<file path="config.mk">
export PLATFORM = sky130hd
export DESIGN_NAME = mask_stream_serializer
export DESIGN_NICKNAME = d
export VERILOG_FILES = /design/src/rtl/mask_ser_pkg.sv /design/src/rtl/mask_stream_serializer_chunk_mux.sv /design/src/rtl/mask_stream_serializer.sv
export SDC_FILE = /design/constraint.sdc
export NUM_CORES = 2
export LEC_CHECK = 0
export ABC_CLOCK_PERIOD_IN_PS = 150100
export CORE_MARGIN = 8
export CORE_UTILIZATION = 40
export DETAILED_ROUTE_END_ITERATION = 10
export SLEW_MARGIN = 20
export SYNTH_ARGS = -nofsm -noshare
export SYNTH_HDL_FRONTEND = slang
export SYNTH_SLANG_ARGS = --single-unit
</file>
<file path="constraint.sdc">
create_clock -name clk -period 150.1 [get_ports clk]
set_input_delay 15.01 -clock clk [delete_from_list [all_inputs] [get_ports clk]]
set_output_delay 15.01 -clock clk [all_outputs]
set_load 0.01 [all_outputs]
</file>
<file path="src/rtl/mask_ser_pkg.sv">
// Shared types and defaults for the mask stream serializer.
package mask_ser_pkg;

  typedef enum logic [1:0] {
    RES_QVGA = 2'b00,
    RES_VGA  = 2'b01,
    RES_FULL = 2'b10,
    RES_RSVD = 2'b11
  } res_e;

  // Ping-pong buffer occupancy; this is the control FSM state.
  typedef enum logic [1:0] {
    ST_EMPTY = 2'd0,
    ST_ONE   = 2'd1,
    ST_FULL  = 2'd2
  } fill_e;

  localparam int unsigned DEF_MASK_W = 1080;
  localparam int unsigned DEF_OP_W   = 20;
  localparam int unsigned DEF_RES0_W = 320;
  localparam int unsigned DEF_RES1_W = 640;
  localparam int unsigned DEF_RES2_W = 1080;

  // Chunk count for a resolution; the reserved code drains as full width.
  function automatic int unsigned chunks_for(
    input res_e        sel,
    input int unsigned res0_w = DEF_RES0_W,
    input int unsigned res1_w = DEF_RES1_W,
    input int unsigned res2_w = DEF_RES2_W,
    input int unsigned op_w   = DEF_OP_W
  );
    int unsigned n;
    case (sel)
      RES_QVGA: n = res0_w / op_w;
      RES_VGA:  n = res1_w / op_w;
      default:  n = res2_w / op_w;
    endcase
    return n;
  endfunction

endpackage

</file>
<file path="src/rtl/mask_stream_serializer_chunk_mux.sv">
// Combinational chunk select: chunk idx of a row, pixel 0 at the MSB.
module mask_chunk_mux #(
  parameter int unsigned MASK_W = 1080,
  parameter int unsigned OP_W   = 20,
  parameter int unsigned IDX_W  = 6
) (
  input  logic [MASK_W-1:0] slot,
  input  logic [IDX_W-1:0]  idx,
  output logic [OP_W-1:0]   chunk_c
);

  logic [31:0]       shamt;
  logic [MASK_W-1:0] shifted;

  // Left-align the requested chunk so it always sits in the top OP_W bits.
  always_comb begin
    shamt   = 32'(idx) * 32'(OP_W);
    shifted = slot << shamt;
    chunk_c = shifted[MASK_W-1 -: OP_W];
  end

endmodule

</file>
<file path="src/rtl/mask_stream_serializer.sv">
// Two-slot ping-pong mask buffer draining rows as OP_W-bit framed chunks.
module mask_stream_serializer
  import mask_ser_pkg::*;
#(
  parameter int unsigned MASK_W = DEF_MASK_W,
  parameter int unsigned OP_W   = DEF_OP_W,
  parameter int unsigned RES0_W = DEF_RES0_W,
  parameter int unsigned RES1_W = DEF_RES1_W,
  parameter int unsigned RES2_W = DEF_RES2_W,
  parameter int unsigned IDX_W  = $clog2(RES2_W / OP_W)
) (
  input  logic              clk,
  input  logic              rst,
  input  logic              clk_en,
  input  logic [MASK_W-1:0] mask_in,
  input  logic              mask_valid,
  output logic              mask_ready,
  input  logic [1:0]        res_sel,
  output logic [OP_W-1:0]   dout,
  output logic              dout_valid,
  input  logic              dout_ready,
  output logic              dout_last,
  output logic [IDX_W-1:0]  dout_idx,
  output logic              err_res
);

  fill_e             state_q, state_d;
  logic [MASK_W-1:0] slot_q [2];
  res_e              sel_q  [2];
  logic              wr_ptr_q, wr_ptr_d;
  logic              rd_ptr_q, rd_ptr_d;
  logic [IDX_W-1:0]  chunk_idx_q, chunk_idx_d;
  logic              err_res_q, err_res_d;

  logic              push_c, pop_c, last_c;
  int unsigned       n_head;
  logic [OP_W-1:0]   chunk_c;

  // Handshake strobes and head framing, all decoded from registered state.
  always_comb begin
    mask_ready = (state_q != ST_FULL);
    dout_valid = (state_q != ST_EMPTY);
    n_head     = chunks_for(sel_q[rd_ptr_q], RES0_W, RES1_W, RES2_W, OP_W);
    last_c     = dout_valid && (chunk_idx_q == IDX_W'(n_head - 1));
    push_c     = mask_valid && mask_ready && clk_en;
    pop_c      = dout_valid && dout_ready && clk_en;
    dout       = dout_valid ? chunk_c : '0;
    dout_last  = last_c;
    dout_idx   = chunk_idx_q;
    err_res    = err_res_q;
  end

  mask_chunk_mux #(
    .MASK_W (MASK_W),
    .OP_W   (OP_W),
    .IDX_W  (IDX_W)
  ) u_chunk_mux (
    .slot    (slot_q[rd_ptr_q]),
    .idx     (chunk_idx_q),
    .chunk_c (chunk_c)
  );

  // Next-state: occupancy FSM, pointers, chunk index and sticky error.
  always_comb begin
    state_d     = state_q;
    wr_ptr_d    = wr_ptr_q;
    rd_ptr_d    = rd_ptr_q;
    chunk_idx_d = chunk_idx_q;
    err_res_d   = err_res_q;

    case (state_q)
      ST_EMPTY: if (push_c) state_d = ST_ONE;
      ST_ONE: begin
        if (push_c && !(pop_c && last_c))      state_d = ST_FULL;
        else if (!push_c && pop_c && last_c)   state_d = ST_EMPTY;
      end
      ST_FULL:  if (pop_c && last_c) state_d = ST_ONE;
      default:  state_d = ST_EMPTY;
    endcase

    if (push_c) begin
      wr_ptr_d = ~wr_ptr_q;
      if (res_e'(res_sel) == RES_RSVD) err_res_d = 1'b1;
    end

    if (pop_c) begin
      if (last_c) begin
        chunk_idx_d = '0;
        rd_ptr_d    = ~rd_ptr_q;
      end else begin
        chunk_idx_d = chunk_idx_q + IDX_W'(1);
      end
    end
  end

  // Control registers; reset wins over the clock enable.
  always_ff @(posedge clk) begin
    if (rst) begin
      state_q     <= ST_EMPTY;
      wr_ptr_q    <= 1'b0;
      rd_ptr_q    <= 1'b0;
      chunk_idx_q <= '0;
      err_res_q   <= 1'b0;
    end else if (clk_en) begin
      state_q     <= state_d;
      wr_ptr_q    <= wr_ptr_d;
      rd_ptr_q    <= rd_ptr_d;
      chunk_idx_q <= chunk_idx_d;
      err_res_q   <= err_res_d;
    end
  end

  // Per-slot resolution tag, cleared so an idle head decodes deterministically.
  always_ff @(posedge clk) begin
    if (rst) begin
      sel_q[0] <= RES_QVGA;
      sel_q[1] <= RES_QVGA;
    end else if (push_c) begin
      sel_q[wr_ptr_q] <= res_e'(res_sel);
    end
  end

  // Slot payload storage; contents are don't-care until the slot is counted.
  always_ff @(posedge clk) begin
    if (push_c && !rst) begin
      slot_q[wr_ptr_q] <= mask_in;
    end
  end

endmodule

</file>
# Word level (Yosys, flattened, before mapping)
# Memory sizes are Yosys's and may differ from the RTL's. A register that Yosys moved wholly into a read port is not among the register bits.
# Cells that the tools add are included.
[word_totals]
ram_bits = 2164
word_cells = 66
register_bits = 11
n_memories = 2
output_inout_bits = 30
in_bits = 1087
[op_classes]
bitwise_logic = 2
n_mul = 1
eq_ne = 9
mux = 22
addsub = 2
shifts = 1
n_reduce_logical = 22
[memory_table]
columns = ["memory", "depth", "width", "read_ports", "rd_ports_with_merged_regs", "wr", "line_no", "rtl"]
rows = [
  ["slot_q", 2, 1080, 1, 1, 1, "mask_stream_serializer.sv:28", "logic [MASK_W-1:0] slot_q [2];"],
  ["sel_q", 2, 2, 1, 1, 2, "mask_stream_serializer.sv:29", "res_e sel_q [2];"],
]
[ops]
columns = ["op", "count"]
rows = [
  ["$shl A1080 B11 Y1080", 1],
  ["$mux W20", 1],
  ["$mux W1", 13],
  ["$pmux W6 S2", 1],
  ["$logic_and A1 B1 Y1", 10],
  ["$mux W2", 5],
  ["$mul A6 B3 Y9 const B", 1],
  ["$add A6 B1 Y6 const B", 1],
  ["$eq A6 B6 Y1", 1],
  ["$mux W6", 1],
  ["$ne A2 B2 Y1 const B", 3],
  ["$pmux W2 S3", 1],
  ["$reduce_and A3 Y1", 2],
  ["$sub A6 B1 Y6 const B", 1],
  ["$eq A2 B1 Y1 const B", 2],
  ["$eq A2 B2 Y1 const B", 2],
  ["$logic_not A2 Y1", 2],
  ["$reduce_and A2 Y1", 2],
  ["$reduce_and A4 Y1", 1],
  ["$logic_not A1 Y1", 3],
  ["$ne A3 B3 Y1 const B", 1],
  ["$not A1 Y1", 2],
  ["$reduce_bool A2 Y1", 1],
  ["$reduce_or A2 Y1", 1],
]

# Longest topological paths before layout
[logic_depth]
depth_word = 10
mapped_depth = 16
ltp_nobuf = 11

# By module
# A second synthesis with hierarchy kept.
[unflattened]
hier_cells = 7022
hier_area_um2 = 115479.5
[by_module_without_submodules]
columns = ["module", "seq_area_each_um2", "area_per_inst_um2", "cells_each", "instances"]
rows = [
  ["mask_stream_serializer", 65222.6, 78584.1, 3467, 1],
  ["mask_chunk_mux", 0.0, 36895.4, 3555, 1],
]

# Worst setup path before layout
# Ideal clock, no wire load.
[synth_timing]
path_kind = "in2reg"
from = "in rst"
to = "mem sel_q[1][0] (netlist name) (enable)"
n_path_buf = 1
t_arrival_ns = 100.100
setup_ns = 0.443
stages = 3
setup_slack_ns = 49.556
cell_sequence = "clkbuf_1 -> nor3b_1 -> or2_2"
[synth_lines]
columns = ["item", "line_no", "rtl"]
rows = [
  ["from (decl)", "mask_stream_serializer.sv:13", "input logic rst,"],
  ["to (decl)", "mask_stream_serializer.sv:29", ""],
]

==> metrics.md <==
| Metric | Value |
|---|---|
| Routability congestion estimate | 0.9848 |
| Layout cells sized above 1 | 24.64% |
| Endpoint required time on the critical path | 135090 ps |
| Number of synthesized flops with an enable pin | 2164 |
| Most prevalent standard cell on the critical path | buf_4 |
| Final Hold Violating Endpoints | 0 |
| Number of buffers added by the clock tree synthesis step | 241 |
| Total power divided by cell area | 10.46 mW/mm^2 |
| Fin Setup TNS | 0 ps |
| Maximum fanout along the worst path | 113 |
| Setup repair after global routing missed its margin | no |
| Number of global-route vias before repair | 78790 |
| Detailed-routing iteration count for the pre-antenna-repair pass | 8 |
| Residual DRC | 0 |
| Final period util | 16.21% |
| Startpoint class of the critical path | register |
| Detailed-route wire length per cell | 43.02 microns |
| Timing-limited maximum frequency | 41.10 MHz |
| Share of synthesized cell area in full adder, half adder and majority cells | 0.1159% |
| Wire length of the first global-routing pass | 681.9 mm |
| CTS tree | built |
| Xor/xnor cell area share of the yosys netlist | 0.1148% |
| Number of hold buffers added after CTS | 0 |
| Number of gates resized after cts | 0 |
| Maximum number of pins on one net before global-route repair | 154 |
| Setup fix buffers added after clock tree synthesis | 0 |
| Synthesis-to-layout area growth | 20.25% |
| Share of synthesized flip-flops with an asynchronous set or reset | 0% |
| Routed Wire Length | 513.3 mm |
| YS warnings | 0 |
| Area fraction in and, or, nand and nor cells after synthesis | 4.606% |
| Total grt overflow | 0 |
| Longest individual stage delay on the worst path | 890 ps |
| Final Net Count | 8968 |
| Type of the tightest min-delay check | reg -> reg |
| Total number of placement rows | 196 |
| Count of pins on the block boundary | 1117 |
| Number of vias per cell after detailed routing | 6.817 |
| Slowest cell on the critical path | buf_4 |
| Overall power of the completed layout | 1.440 mW |
| Die area | 0.3036 sq mm |
| Combined global-route utilization of all metal layers | 32.63% |
| Minimum clock period after layout | 24330 ps |
| Static Leakage | 43.68 nW |
| Commonest cells after routing, fill and taps aside | 2164 x edfxtp_1, 1176 x mux4_2, 1116 x clkdlybuf4s50_1 |
| Width of the chip | 551.0 microns |
| Antenna violation net count after detailed routing | 0 |
| I/O Buffers | 1116 |
| Die Ht | 551.0 microns |
| # setup viols final | 0 |
| Largest family of logic cells by synthesized area | multiplexers |
| Most frequently used flop master after synthesis | edfxtp_1 |
| Routed vias | 81360 |
| Slew Limit Fails | 0 |
| Core Box Area | 0.2850 sq mm |
| Number of standard cells after synthesis | 6895 |
| Post-synthesis mux area share | 29.66% |
| Clock skew after layout | 35.58 ps |
| Critical path start-end classification | reg -> out |
| Compound-Gate Fraction of Synth Area | 5.637% |
| Clock network latency to the later pin of the worst-skew pair | 920 ps |
| Number of antenna violations at the first check in global routing | 182 |
| Synth Area per Inst | 16.60 sq um |
| Maximum vdd ir drop | 0.00001066 V |
| Most common cell after layout, fill and taps aside | edfxtp_1 |
| Sequential cell area fraction in the yosys report | 56.97% |
| Half-perimeter wire length after placement | 382.0 mm |
| Crit end category | output pin |
| Result of the run | finished clean |
| Yosys cell types | 81 |
| CTS max path bufs | 4 |
| Number of design-rule violations left by the first detailed-router iteration | 12630 |
| Post-synth design cell area | 0.1145 sq mm |
| CP cell instances | buf_4 -> buf_4 -> buf_4 -> buf_12 -> buf_12 -> buf_4 -> mux4_2 -> nand2_1 -> a32oi_1 -> o21ai_0 -> o221ai_1 -> nor2_1 -> o41ai_2 -> buf_4 -> a41o_1 -> clkdlybuf4s50_1 |
| Clk root buf | clkbuf_16 |
| Worst slew slack as a fraction of its limit | 4.617% |
| Count of maximum capacitance violations | 0 |
| Sink count of the clock tree | 2176 |
| Data arrival, critical path | 9320 ps |
| Slew @ Worst Pin | 1416 ps |
| Nets in the synthesized netlist | 7992 |
| Flip-flop and latch count after synthesis | 2176 |
| Number of H-tree levels | 4 |
| Reg clk slew, reported paths | 60 ps |
| Starting utilization of the core area | 40.17% |
## kinds of logic after synthesis
group / after synthesis
xor+xnor: 15
flops: 2176
compound gates: 938
buf+inv: 600
mux: 1904
simple gates: 1252
fa+ha+maj: 10
## routing by layer
layer / vias to the layer above / GRT usage, % / share of wire (%)
met5: - / 0 / 0.13
met4: 100 / 19.61 / 6.7
met3: 1284 / 12.85 / 14
met2: 6743 / 47.53 / 44
met1: 42210 / 41.12 / 36
li1: 31020 / - / -
## sequential cells by signal, indices dropped and copies added (netlist names), named ones only
register  cells
slot_q     2160
dout_idx      6
sel_q         4
state_q       2
err_res       1
rd_ptr_q      1
wr_ptr_q      1
## critical path, delay by kind of cell (launching register included)
kind / cells / cell delay (ps)
and+or+nand+nor: 2 / 140
buffers and inverters: 8 / 5000
muxes: 1 / 400
DFF: 1 / 730
AOI/OAI and AO/OA: 5 / 1870
## cell usage after synthesis, drive strengths merged (15+ instances only)
master	n	share of area, %
a221o	16	0.14
mux2i	584	5.1
and2	39	0.21
nand2	690	2.3
a211oi	61	0.40
edfxtp	2164	57
mux2	144	1.4
o211ai	56	0.37
a221oi	39	0.30
o2111ai	24	0.18
a21oi	201	0.88
buf	429	2.3
a22oi	26	0.17
o21ai	142	0.62
a22o	16	0.12
a31oi	57	0.31
o22ai	70	0.38
nor3	41	0.18
and3	33	0.18
nor2	267	0.88
nand3	105	0.46
a311oi	22	0.17
clkbuf	161	0.53
a32oi	26	0.20
nor2b	23	0.13
o221ai	39	0.30
o311ai	19	0.15
o31ai	15	0.098
a2111oi	15	0.11
mux4	1176	23
## stage by stage
stage / instances / setup WS [ps] / util, % / area, sq um / hold WS [ps]
6_report: 11930 / 125770 / 48.31 / 137700 / 493.9
5_1_grt: 11880 / 125140 / 48.26 / 137500 / 513.4
4_1_cts: 11840 / 125430 / 48.21 / 137400 / 497.9
3_5_place_dp: 11390 / 126430 / 45.35 / 129200 / 482.7
3_3_place_gp: 11390 / 126520 / 45.34 / 129200 / 459.1
2_1_floorplan: 6895 / 49560 / - / 114500 / 481.3
## power breakdown
part / leakage (nW) / switching [mW] / internal [mW]
Combinational: 20.0 / 0.0720 / 0.0600
Sequential: 19.8 / 0.00721 / 0.684
Clock: 3.95 / 0.261 / 0.356
Total: 43.7 / 0.340 / 1.10
## layout make-up
type	count	area [sq um]
fill	24040	147300
sequential	2176	65230
multi-input combinational	4119	46300
timing repair buffer	1323	12960
clock buffer	267	6128
tap	3762	4707
clock inverter	180	2009
antenna	97	242.7
inverter	10	72.57
## worst paths after layout
path | startpoint | to | slack [ps] | cells after the start
hold / removal | err_res | err_res | 490 | 2
setup / recovery | register | dout[2] | 125770 | 16
setup reg to reg | state_q[0] | slot_q[0][749] | 143520 | 9
hold reg to reg | err_res | err_res | 490 | 2
Note: power is estimated with default switching activity, not from simulation.
